--- src/rtl/puf_cmd_pkg.sv ---
// Shared opcode constants and decoder state encoding for the PUF command path.
package puf_cmd_pkg;

    localparam logic [7:0] OP_ID   = 8'hA5;
    localparam logic [7:0] OP_CHAL = 8'h5C;

    typedef enum logic {
        ST_IDLE    = 1'b0,
        ST_COLLECT = 1'b1
    } state_e;

endpackage : puf_cmd_pkg

--- src/rtl/rx_timeout_timer.sv ---
// Inter-byte watchdog: counts cycles while run is high, saturates at the limit,
// and flags expiry once TIMEOUT_CYCLES idle cycles have elapsed since the last clear.
module rx_timeout_timer #(
    parameter int unsigned TIMEOUT_CYCLES = 100000
) (
    input  logic clk,
    input  logic reset,
    input  logic clear,
    input  logic run,
    output logic expired
);

    localparam int unsigned CW = $clog2(TIMEOUT_CYCLES + 1);
    localparam logic [CW-1:0] LIMIT = CW'(TIMEOUT_CYCLES);

    logic [CW-1:0] cnt_q;
    logic [CW-1:0] cnt_d;

    always_comb begin
        cnt_d = cnt_q;
        if (clear) begin
            cnt_d = '0;
        end else if (run && (cnt_q != LIMIT)) begin
            cnt_d = cnt_q + CW'(1);
        end
    end

    always_ff @(posedge clk or negedge reset) begin
        if (!reset) begin
            cnt_q <= '0;
        end else begin
            cnt_q <= cnt_d;
        end
    end

    assign expired = (cnt_q == LIMIT);

endmodule : rx_timeout_timer

--- src/rtl/command_decoder.sv ---
// Parses UART bytes into ID requests and fixed-length challenge frames for the
// main state machine; all strobes are registered single-cycle pulses.
module command_decoder
    import puf_cmd_pkg::*;
#(
    parameter int unsigned CHALLENGE_BYTES = 8,
    parameter int unsigned TIMEOUT_CYCLES  = 100000
) (
    input  logic                         clk,
    input  logic                         reset,
    input  logic [7:0]                   rx_data,
    input  logic                         rx_valid,
    input  logic                         rx_error,
    input  logic                         rx_enable,
    output logic                         valid_data_in,
    output logic                         id_requested,
    output logic [8*CHALLENGE_BYTES-1:0] challenge,
    output logic                         cmd_error,
    output logic                         busy
);

    localparam int unsigned CHW = 8 * CHALLENGE_BYTES;
    localparam int unsigned BW  = $clog2(CHALLENGE_BYTES + 1);
    localparam logic [BW-1:0] LAST_IDX = BW'(CHALLENGE_BYTES - 1);

    state_e         state_q, state_d;
    logic [BW-1:0]  cnt_q, cnt_d;
    logic [CHW-1:0] stage_q, stage_d;
    logic [CHW-1:0] chal_q, chal_d;
    logic           vdi_q, vdi_d;
    logic           id_q, id_d;
    logic           err_q, err_d;

    logic accept;
    logic tmr_clear;
    logic tmr_run;
    logic tmr_expired;

    assign accept = rx_valid && rx_enable && !rx_error;

    // Timer only runs inside a frame; any accepted byte or error restarts it.
    assign tmr_run   = (state_q == ST_COLLECT);
    assign tmr_clear = (state_q != ST_COLLECT) || accept || rx_error;

    rx_timeout_timer #(
        .TIMEOUT_CYCLES(TIMEOUT_CYCLES)
    ) u_timer (
        .clk    (clk),
        .reset  (reset),
        .clear  (tmr_clear),
        .run    (tmr_run),
        .expired(tmr_expired)
    );

    always_comb begin
        state_d = state_q;
        cnt_d   = cnt_q;
        stage_d = stage_q;
        chal_d  = chal_q;
        vdi_d   = 1'b0;
        id_d    = 1'b0;
        err_d   = 1'b0;

        if (rx_error) begin
            state_d = ST_IDLE;
            cnt_d   = '0;
            err_d   = 1'b1;
        end else begin
            unique case (state_q)
                ST_IDLE: begin
                    if (accept) begin
                        if (rx_data == OP_ID) begin
                            vdi_d = 1'b1;
                            id_d  = 1'b1;
                        end else if (rx_data == OP_CHAL) begin
                            state_d = ST_COLLECT;
                            cnt_d   = '0;
                        end else begin
                            err_d = 1'b1;
                        end
                    end
                end
                ST_COLLECT: begin
                    if (accept) begin
                        // Earliest byte ends up in the MSBs after the final shift.
                        stage_d = (stage_q << 8) | CHW'(rx_data);
                        cnt_d   = cnt_q + BW'(1);
                        if (cnt_q == LAST_IDX) begin
                            chal_d  = stage_d;
                            vdi_d   = 1'b1;
                            state_d = ST_IDLE;
                            cnt_d   = '0;
                        end
                    end else if (tmr_expired) begin
                        err_d   = 1'b1;
                        state_d = ST_IDLE;
                        cnt_d   = '0;
                    end
                end
                default: begin
                    state_d = ST_IDLE;
                    cnt_d   = '0;
                end
            endcase
        end
    end

    always_ff @(posedge clk or negedge reset) begin
        if (!reset) begin
            state_q <= ST_IDLE;
            cnt_q   <= '0;
            stage_q <= '0;
            chal_q  <= '0;
            vdi_q   <= 1'b0;
            id_q    <= 1'b0;
            err_q   <= 1'b0;
        end else begin
            state_q <= state_d;
            cnt_q   <= cnt_d;
            stage_q <= stage_d;
            chal_q  <= chal_d;
            vdi_q   <= vdi_d;
            id_q    <= id_d;
            err_q   <= err_d;
        end
    end

    assign valid_data_in = vdi_q;
    assign id_requested  = id_q;
    assign cmd_error     = err_q;
    assign challenge     = chal_q;
    assign busy          = (state_q == ST_COLLECT);

endmodule : command_decoder

--- config.mk ---
export PLATFORM = sky130hd
export DESIGN_NAME = command_decoder
export DESIGN_NICKNAME = d
export VERILOG_FILES = /design/src/rtl/puf_cmd_pkg.sv /design/src/rtl/rx_timeout_timer.sv /design/src/rtl/command_decoder.sv
export SDC_FILE = /design/constraint.sdc
export NUM_CORES = 1
export LEC_CHECK = 0
export ABC_AREA = 1
export BUFFER_PORTS_ARGS = -buffer_cell sky130_fd_sc_hd__buf_2
export CAP_MARGIN = 10
export CORE_UTILIZATION = 52
export DETAILED_ROUTE_END_ITERATION = 8
export PLACE_DENSITY = 0.85
export SYNTH_ARGS = -nofsm -noshare
export SYNTH_HDL_FRONTEND = slang
export SYNTH_HIERARCHICAL = 1
export SYNTH_SLANG_ARGS = --single-unit
--- constraint.sdc ---
create_clock -name clk -period 1.5 [get_ports clk]
set_clock_uncertainty 0.1 [all_clocks]
set_input_delay 0.15 -clock clk [delete_from_list [all_inputs] [get_ports clk]]
set_output_delay 0.15 -clock clk [all_outputs]
set_load 0.1 [all_outputs]
==> impl_metrics.toml, run 1 <==
[critical_path]
crit_chain = "nor2_1, nand2_1, nor2_4, nand2_4, buf_4, nand2_4, nand2_8, buf_6, nand2_1, o21ai_1"
cp_max_fo = 5
cp.arrival_ps = 2210
reg2reg_slack_ps = -510
cp_num_cells = 10
max_stage_delay_ps = 480
cp_slowest_cell = "dfrtp_2"
critPathKind = "flop to flop"
crit_path_start_kind = "flop"
r2r_cells = 10
crit_family = "simple AND/OR/NAND/NOR gates"
worst_setup_path_end_kind = "flop"
cp.required_ps = 1710
path_buf_inv = 2

[timing]
min_period_ps = 2010
finalCritPeriodShare_pct = 134
tightest_slew_ps = 524
grt_setup_unrepaired = "true"
slew_headroom_pct = 65.3
setup_slack_ps = -505
finalHoldViolCount = 0
hold_slack_ps = 8.91
setup_viol = 151
max_freq_mhz = 499
slew_viol_final = 0

[floorplanning]
die_w_um = 112
start_util_pct = 54.5
num_io_pins = 81
fp.dieH_um = 112
rows = 39
core_area_sq_um = 11600
die_area_sq_um = 12600

[route]
ant_nets = 0
drt_iter0_drc = 1033
wl_um = 27700
dr_total_vias = 6650
dr.pass1.iters = 8
drc = 8
wire_per_inst_um = 26.7
vias_per_cell = 6.41

[synthesis]
yosys.cell_types.count = 32
ys_top_cells_by_count = "221 x nand2_1, 145 x dfrtp_1, 80 x inv_1, 54 x o21ai_0, 35 x o21ai_2"
synthCells = 699
yosysMostFrequentCell = "nand2_1"
yosysWarningCount = 6
synth-seq-cells = 145
yosys_most_used_dff = "dfrtp_1"
synth_edf_count = 0
netlist_top_cells_area = "dfrtp_1 57%, nand2_1 13%, o21ai_2 4.8%"
syn_avg_cell_area_sq_um = 9.05
syn_nets = 715
async_reset_ff_share_pct = 100
yosys.area.top_type_share_pct = 57.3
synth_top_cell_by_area = "dfrtp_1"
yosysSeqAreaShare_pct = 57.3
synth.cell_area_sq_um = 6330

[place]
dpl.hpwl_um = 9420
placed_cells = 934
io_buffers = 80
gp_congestion = 0.874
pre_cts_slack_ps = -155

[clock_tree]
clkSinkCount = 145
root_buffer = "clkbuf_16"
worstSkewPairLatency_ps = 440
cts_buffers = 17
cts_tree = "yes"
ctsHtreeMaxLevel = 4
clkTransAtPathRegs_ps = 70
cts_buffer_depth = 2

[power]
ir_drop_mv = 1.14
power_uw = 9110
p_leak_uw = 0.00500
p_per_area_nw_per_um2 = 910

[job]
maxCapViolCount = 0

[global_routing]
grt_use_total_pct = 30.5
grt_pass1_wl_um = 29000
gr-total-overflow = 0
grt_max_degree = 74
antenna_found_initial = 0
grt_pass1_vias = 5700

[finish]
fin_nets = 898
multi_input_area_sq_um = 3090
fillers = 449
regArea_sq_um = 3630
drive_above_1_share_pct = 52.0
instances_no_fill = 1038
syn_to_final_growth_pct = 58.2

[run_status]
status = "complete, but fails checks"
violations = "DRC, setup timing"

[min_path]
hp-class = "primary input to asynchronous set/reset pin"
-- worst paths after layout --
path	start	endpoint
max	u_timer/cnt_q[2]	u_timer/cnt_q[6]
min	reset	challenge[49]
max reg2reg	u_timer/cnt_q[2]	u_timer/cnt_q[6]
min reg2reg	challenge[60]	challenge[60]
max in group asynchronous	reset	stage_q[7]
min in group clk	rx_error	busy
-- routing by layer --
| metal | global-route usage [%] | vias up | part of all wire, % |
|---|---|---|---|
| met2 | 51.6 | 674 | 46 |
| li1 | - | 2579 | - |
| met1 | 36.5 | 3127 | 33 |
| met4 | 18.0 | 0 | 9.9 |
| met5 | 0 | - | 0 |
| met3 | 6.16 | 270 | 11 |
-- layout make-up --
| class | count | area share (%) |
|---|---|---|
| Antenna cell | 1 | 0.0250 |
| Clock buffer | 22 | 4.84 |
| Clock inverter | 9 | 1.06 |
| Inverter | 85 | 3.44 |
| Multi-Input combinational cell | 440 | 30.9 |
| Sequential cell | 145 | 36.3 |
| Tap cell | 143 | 1.79 |
| Timing Repair Buffer | 192 | 21.5 |
| Timing Repair inverter | 1 | 0.163 |
-- repair_timing --
item / in CTS / in global routing
cloned: 10 / 24
gates resized for setup: 93 / 296
pin swaps: 22 / 35
hold endpoints to repair: 161 / 0
hold buffers: 9 / 0
endpoints found under the setup margin: 95 / 158
buffers inserted: 13 / 20
-- worst reg2reg max path: stages (launching register included) --
cell and delay, ps:
dfrtp_2 480, nor2_1 200, nand2_1 180, nor2_4 190
nand2_4 90, buf_4 150, nand2_4 80, nand2_8 100
buf_6 150, nand2_1 60, o21ai_1 80
-- flip-flops by register name (all words and copies together) (netlist names) --
signal	count
challenge	64
stage_q	56
u_timer/cnt_q	17
cnt_q	4
busy	1
cmd_error	1
id_requested	1
valid_data_in	1
-- cell usage in the layout (no fill, tap or decap), types with 4 or more instances in the layout --
master         count
nand3_2            4
buf_6             12
nand4_1            9
buf_12            19
buf_8              6
o21ai_0            9
clkbuf_4          32
inv_1             73
nand3_1           15
dlygate4sd3_1      9
nor2_4             8
o21ai_1           17
nand2_4           55
nor2_2             5
nand2_2           65
buf_2             35
dfrtp_1          143
clkbuf_16         30
inv_2              7
nor2_1            26
o21bai_1           5
buf_16            11
nand2_1          110
clkbuf_8           4
o21ai_2           84
o21ai_4            6
buf_4             55
-- stage by stage --
step	setup TNS, ps	area (sq um)	util [%]
after floorplan	-17920	6400	-
after global placement	-1830	7160	61.7
after detailed placement	-5140	7160	61.7
after CTS	-5860	8530	73.4
after global routing	-32370	10000	86.2
final	-30120	10000	86.2
-- cell families after synthesis --
group                    synth area share, %
AND/OR/NAND/NOR                         20.3
flip-flops                              57.3
AO/OA/AOI/OAI                           12.3
buffers and inverters                   8.68
XOR/XNOR                               0.692
adder cells (fa/ha/maj)                0.593
-- where the power goes --
group          switching [uW]  internal (uW)
logic                     375            155
clock network            1790           2610
registers                 132           4050
Note: power is estimated with default switching activity, not from simulation.
==> run 2: changes to the inputs <==
==> constraint.sdc (replaced) <==
create_clock -name clk -period 1.5 [get_ports clk]
set_clock_uncertainty 0.1 [all_clocks]
set_input_delay 0.075 -clock clk [delete_from_list [all_inputs] [get_ports clk]]
set_output_delay 0.075 -clock clk [all_outputs]
set_load 0.1 [all_outputs]
==> impl_metrics.toml, run 2 (synthesis gave the netlist of run 1 again) <==
[timing]
fin_tns_setup_ps = -28390
setup_slack_ps = -578
setup_viol = 146
finalHoldViolCount = 0
grt_setup_unrepaired = "true"
max_freq_mhz = 481
tightest_slew_ps = 549
slew_viol_final = 0
slew_headroom_pct = 63.7
min_period_ps = 2080
finalCritPeriodShare_pct = 139

[power]
seq_power_share_pct = 47.0
ir_drop_mv = 0.978
switchingPower_uw = 2240
swShare_pct = 25.2
p_comb_share_pct = 5.6
p_leak_uw = 0.00483
power.internal_uw = 6620
p_clk_share_pct = 47.5
p_per_area_nw_per_um2 = 920

[global_routing]
grt_pass1_vias = 5428
grt_max_degree = 63
grt_pass1_wl_um = 28400
gr-total-overflow = 0
grt_use_total_pct = 29.9
antenna_found_initial = 0

[clock_tree]
clkTransAtPathRegs_ps = 70
ctsHtreeMaxLevel = 4
cts_buffer_depth = 2
cts_tree = "yes"
cts_buffers = 17
clkSinkCount = 145
root_buffer = "clkbuf_16"
worstSkewPairLatency_ps = 430

[run_status]
violations = "DRC, setup timing"
status = "complete, but fails checks"

[critical_path]
cpMostUsedCell = "inv_2"
crit_chain = "inv_2, ha_4, nand2_2, inv_2, nand2_2, nor2_4, nand2_4, inv_2, inv_2, o211ai_1, nand2_1, nand2_1, nand2_1"
crit_start = "u_timer/cnt_q[0]"
r2r_cells = 13
path_buf_inv = 4
critPathKind = "flop to flop"
reg2reg_slack_ps = -580
crit_family = "simple AND/OR/NAND/NOR gates"
worst_setup_path_end_kind = "flop"
cp.arrival_ps = 2260
cp_num_cells = 13
cp_max_fo = 4
rr_endpoint = "cnt_q[0]"
cp_slowest_cell = "dfrtp_1"
crit_path_start_kind = "flop"
r2r-start = "u_timer/cnt_q[0]"
cp.required_ps = 1680
max_stage_delay_ps = 420

[finish]
n_antenna_cell = 0
largest_register_ffs = 64
mostFrequentLayoutCell = "dfrtp_1"
fin_nets = 896
fillers = 542
drive_above_1_share_pct = 45.7
layout_common_cells = "144 x dfrtp_1, 136 x nand2_1, 76 x buf_2, 73 x inv_1, 68 x o21ai_2"
syn_to_final_growth_pct = 52.2
postLayoutCoreUtil_pct = 82.9

[floorplanning]
start_util_pct = 54.5
num_io_pins = 81
core_area_sq_um = 11600
die_w_um = 112
rows = 39
fp.dieH_um = 112
die_area_sq_um = 12600

[min_path]
hp-class = "primary input to asynchronous set/reset pin"

[route]
vias_per_cell = 6.33
dr_total_vias = 6538
wire_per_inst_um = 25.0
wl_um = 25800
ant_nets = 0
dr.pass1.iters = 8
drt_iter0_drc = 799
drc = 4

[place]
pre_cts_slack_ps = -147
dpl.hpwl_um = 9530
gp_congestion = 0.848
io_buffers = 80

[job]
maxCapViolCount = 0
==> run 2: cell types whose count changed in the layout (fill, tap and decap cells not counted), sizes merged, moves of 2 or more <==
| cell | delta |
|---|---|
| inv | +3 |
| clkbuf | -32 |
| buf | +25 |
| nand2 | +2 |
==> run 2: timing repair <==
action                     in CTS  in global routing
setup endpoints to repair      83                144
hold endpoints to repair      162                  0
setup buffers                  13                 19
resized for setup              69                193
hold buffers                   10                  0
pin swaps                      15                 18
gates cloned                   11                 19
==> run 2: routing by layer <==
metal / share of wire (%) / wire, um / GRT usage [%]
met4: 7.5 / 1920 / 12.5
met2: 47 / 12000 / 50.1
met3: 11 / 2910 / 6.64
met1: 35 / 8920 / 37.7
met5: 0 / 0 / 0
==> run 2: metrics by stage <==
stage / hold slack, ps / std cells / power, uW / cell area (sq um)
floorplan: -321 / 699 / 4340 / 6400
global placement: -67.1 / 935 / 4520 / 7170
detailed placement: -63.0 / 935 / 4540 / 7170
CTS: 0.978 / 997 / 8540 / 8500
global route: 49.7 / 1033 / 9050 / 9630
finish: 55.8 / 1033 / 8860 / 9630
==> run 2: final cells by class <==
type / count / area, sq um / area share, %
multi-input combinational: 442 / 2880 / 29.9
sequential: 145 / 3630 / 37.7
clock inverter: 8 / 81.3 / 0.844
timing repair inverter: 2 / 22.5 / 0.234
clock buffer: 21 / 480 / 4.99
inverter: 85 / 344 / 3.57
tap: 143 / 179 / 1.86
timing repair buffer: 187 / 2020 / 20.9
==> run 2: power by group through the flow <==
| stage | sequential, uW | combinational, uW | clock (uW) |
|---|---|---|---|
| after global routing | 4160 | 529 | 4360 |
| after floorplan | 4180 | 158 | 0 |
| after CTS | 4120 | 381 | 4040 |
| after detailed placement | 4190 | 351 | 0 |
| final | 4160 | 493 | 4200 |
| after global placement | 4180 | 337 | 0 |
==> run 2: worst max-delay path by stage <==
stage / end
final: cnt_q[0]
after global routing: cnt_q[0]
after CTS: cnt_q[1]
after detailed placement: cnt_q[2]
after global placement: cnt_q[3]
after floorplan: challenge[2]
==> run 3: changes to the inputs <==
--- a/config.mk
+++ b/config.mk
@@ -10,8 +10,7 @@
 export CAP_MARGIN = 10
 export CORE_UTILIZATION = 52
 export DETAILED_ROUTE_END_ITERATION = 8
-export PLACE_DENSITY = 0.85
+export PLACE_DENSITY = 0.76
 export SYNTH_ARGS = -nofsm -noshare
 export SYNTH_HDL_FRONTEND = slang
-export SYNTH_HIERARCHICAL = 1
 export SYNTH_SLANG_ARGS = --single-unit
==> impl_metrics.toml, run 3 <==
[run_status]
status = "complete, but fails checks"
violations = "setup timing"

[critical_path]
cp.arrival_ps = 1810
path_buf_inv = 2
cp_max_fo = 5
cp_num_cells = 11
crit_family = "simple AND/OR/NAND/NOR gates"
max_stage_delay_ps = 420
crit_chain = "inv_2, ha_1, nand2_1, inv_2, nand2_2, nor2_4, nand2_4, nand2_2, nand2_2, nand2_1, nand2_1"
cp.required_ps = 1710
critPathKind = "flop to flop"
cp_slowest_cell = "dfrtp_1"
r2r_cells = 11
reg2reg_slack_ps = -100
worst_setup_path_end_kind = "flop"
crit_path_start_kind = "flop"

[power]
swShare_pct = 20.8
ir_drop_mv = 0.925
p_clk_share_pct = 51.3
power.internal_uw = 6740
switchingPower_uw = 1770
p_per_area_nw_per_um2 = 1080
power_uw = 8500
p_leak_uw = 0.00410
seq_power_share_pct = 46.3
p_comb_share_pct = 2.4

[route]
ant_nets = 0
dr.pass1.iters = 5
wire_per_inst_um = 14.8
wl_um = 13500
drc = 0
dr_total_vias = 4682
vias_per_cell = 5.13
drt_iter0_drc = 273

[global_routing]
grtUsageMet1_pct = 29.5
grt_use_total_pct = 24.0
met2_usage_pct = 40.1
grt_max_degree = 54
gr-total-overflow = 0
grt_pass1_wl_um = 21700
grt_pass1_vias = 4577
antenna_found_initial = 0
grt.met3_usage_pct = 6.88
gr-max-usage-layer = "met2"

[synthesis]
yosys_most_used_dff = "dfrtp_1"
synthXorXnorAreaFrac_pct = 0.145
synthAdderAreaFrac_pct = 0.621
yosysWarningCount = 0
async_reset_ff_share_pct = 100
syn_nets = 649
yosys.cell_types.count = 24
synth_compound_area_share_pct = 12.2
yosysSeqAreaShare_pct = 60.0
yosys.area.top_type_share_pct = 60.0
yosysMostFrequentCell = "nand2_1"
synthCells = 633
synth.cell_area_sq_um = 6050
synth_top_cell_by_area = "dfrtp_1"
synth_edf_count = 0
syn_avg_cell_area_sq_um = 9.55
synthMuxAreaShare_pct = 2.23
synth_top_family_by_area = "simple AND/OR/NAND/NOR gates"
netlist_top_cells_area = "dfrtp_1 60%, nand2_1 11%, o21ai_0 5.8%"
synth-simple-area-share_pct = 16.1
ys_top_cells_by_count = "177 x nand2_1, 145 x dfrtp_1, 79 x inv_1, 70 x o21ai_0, 33 x nor2_1"
synth-seq-cells = 145

[floorplanning]
rows = 39
start_util_pct = 53.2
die_w_um = 110
num_io_pins = 81
fp.dieH_um = 110
die_area_sq_um = 12100
core_area_sq_um = 11400

[finish]
n_antenna_cell = 0
fin_nets = 772
syn_to_final_growth_pct = 29.8
mostFrequentLayoutCell = "dfrtp_1"
largest_register_ffs = 64
instances_no_fill = 912
layout_common_cells = "143 x dfrtp_1, 137 x nand2_1, 78 x buf_2, 76 x inv_1, 44 x o21ai_1"
drive_above_1_share_pct = 33.0

[timing]
slew_headroom_pct = 66.2
finalHoldViolCount = 0
min_period_ps = 1600
finalCritPeriodShare_pct = 107
setup_viol = 19
tightest_slew_ps = 503
grt_setup_unrepaired = "true"
slew_viol_final = 0
max_freq_mhz = 625
setup_slack_ps = -101

[clock_tree]
worstSkewPairLatency_ps = 420
root_buffer = "clkbuf_16"
clkSinkCount = 145
cts_buffers = 17
ctsHtreeMaxLevel = 4
cts_tree = "yes"
clkTransAtPathRegs_ps = 60
cts_buffer_depth = 2

[place]
placed_cells = 858
dpl.hpwl_um = 8720
io_buffers = 80
gp_congestion = 0.795

[job]
maxCapViolCount = 0

[min_path]
hp-class = "primary input to asynchronous set/reset pin"
run 3: cell types whose count changed after synthesis, moves of 6 or more:
cell,before,now
nand2_1,221,177
o21ai_0,54,70
nand2_2,8,2
clkbuf_1,8,1
mux2_4,0,9
o21ai_2,35,24
nand3_1,20,13
run 3: area by class of cell:
type,instances,area [sq um]
Tap cell,143,179
Clock inverter,12,156
Fill cell,815,3520
Sequential cell,145,3630
Multi-Input combinational cell,383,2100
Timing Repair Buffer,130,1020
Inverter,79,297
Clock buffer,20,467
run 3: logic make-up after synthesis:
family | after synthesis
adders and majority gates | 3
and+or+nand+nor | 241
buffers and inverters | 105
muxes | 9
xor gates and xnor gates | 1
AOI/OAI and AO/OA | 129
DFF | 145
run 3: final timing paths:
path	startpoint	to
max	u_timer.cnt_q[0]	cnt_q[1]
min	reset	challenge[38]
max reg2reg	u_timer.cnt_q[0]	cnt_q[1]
min reg2reg	challenge[41]	challenge[41]
max in group asynchronous	reset	stage_q[1]
min in group clk	rx_enable	busy
run 3: stage by stage:
step	hold WS, ps	instance area (sq um)	setup slack (ps)	setup TNS (ps)	utilization (%)
floorplan	-321	6060	-81.8	-3230	-
global placement	-122	6740	-6.62	-37.6	59.3
detailed placement	-119	6740	-135	-3790	59.3
CTS	2.05	7620	-40.4	-725	67.0
global route	29.2	7850	-174	-5200	69.0
finish	4.46	7850	-101	-640	69.0
run 3: layer usage:
layer  share of wire, %  up-vias
met5                  0        -
met4                1.7        0
met3                3.8       22
met2                 52      116
met1                 43     2282
li1                   -     2262
run 3: timing repair:
| item | 4_1_cts | 5_1_grt |
|---|---|---|
| pin swaps | 6 | 7 |
| cloned | 0 | 2 |
| resized for setup | 33 | 65 |
| endpoints found under the hold margin | 166 | 0 |
| setup endpoints to repair | 73 | 117 |
| buffers inserted | 8 | 2 |
| hold buffers | 10 | 0 |
run 3: power groups by stage:
stage | Clock [uW] | Combinational, uW | Sequential (uW)
after global routing | 4620 | 232 | 3930
after CTS | 4430 | 206 | 3930
after global placement | 0 | 180 | 4000
final | 4360 | 204 | 3940
after floorplan | 0 | 33.6 | 4020
after detailed placement | 0 | 185 | 4010
run 3: worst reg2reg max path: stages (launching register included):
cell	delay (ps)
dfrtp_1	420
inv_2	80
ha_1	150
nand2_1	60
inv_2	60
nand2_2	70
nor2_4	180
nand2_4	110
nand2_2	80
nand2_2	70
nand2_1	80
nand2_1	60
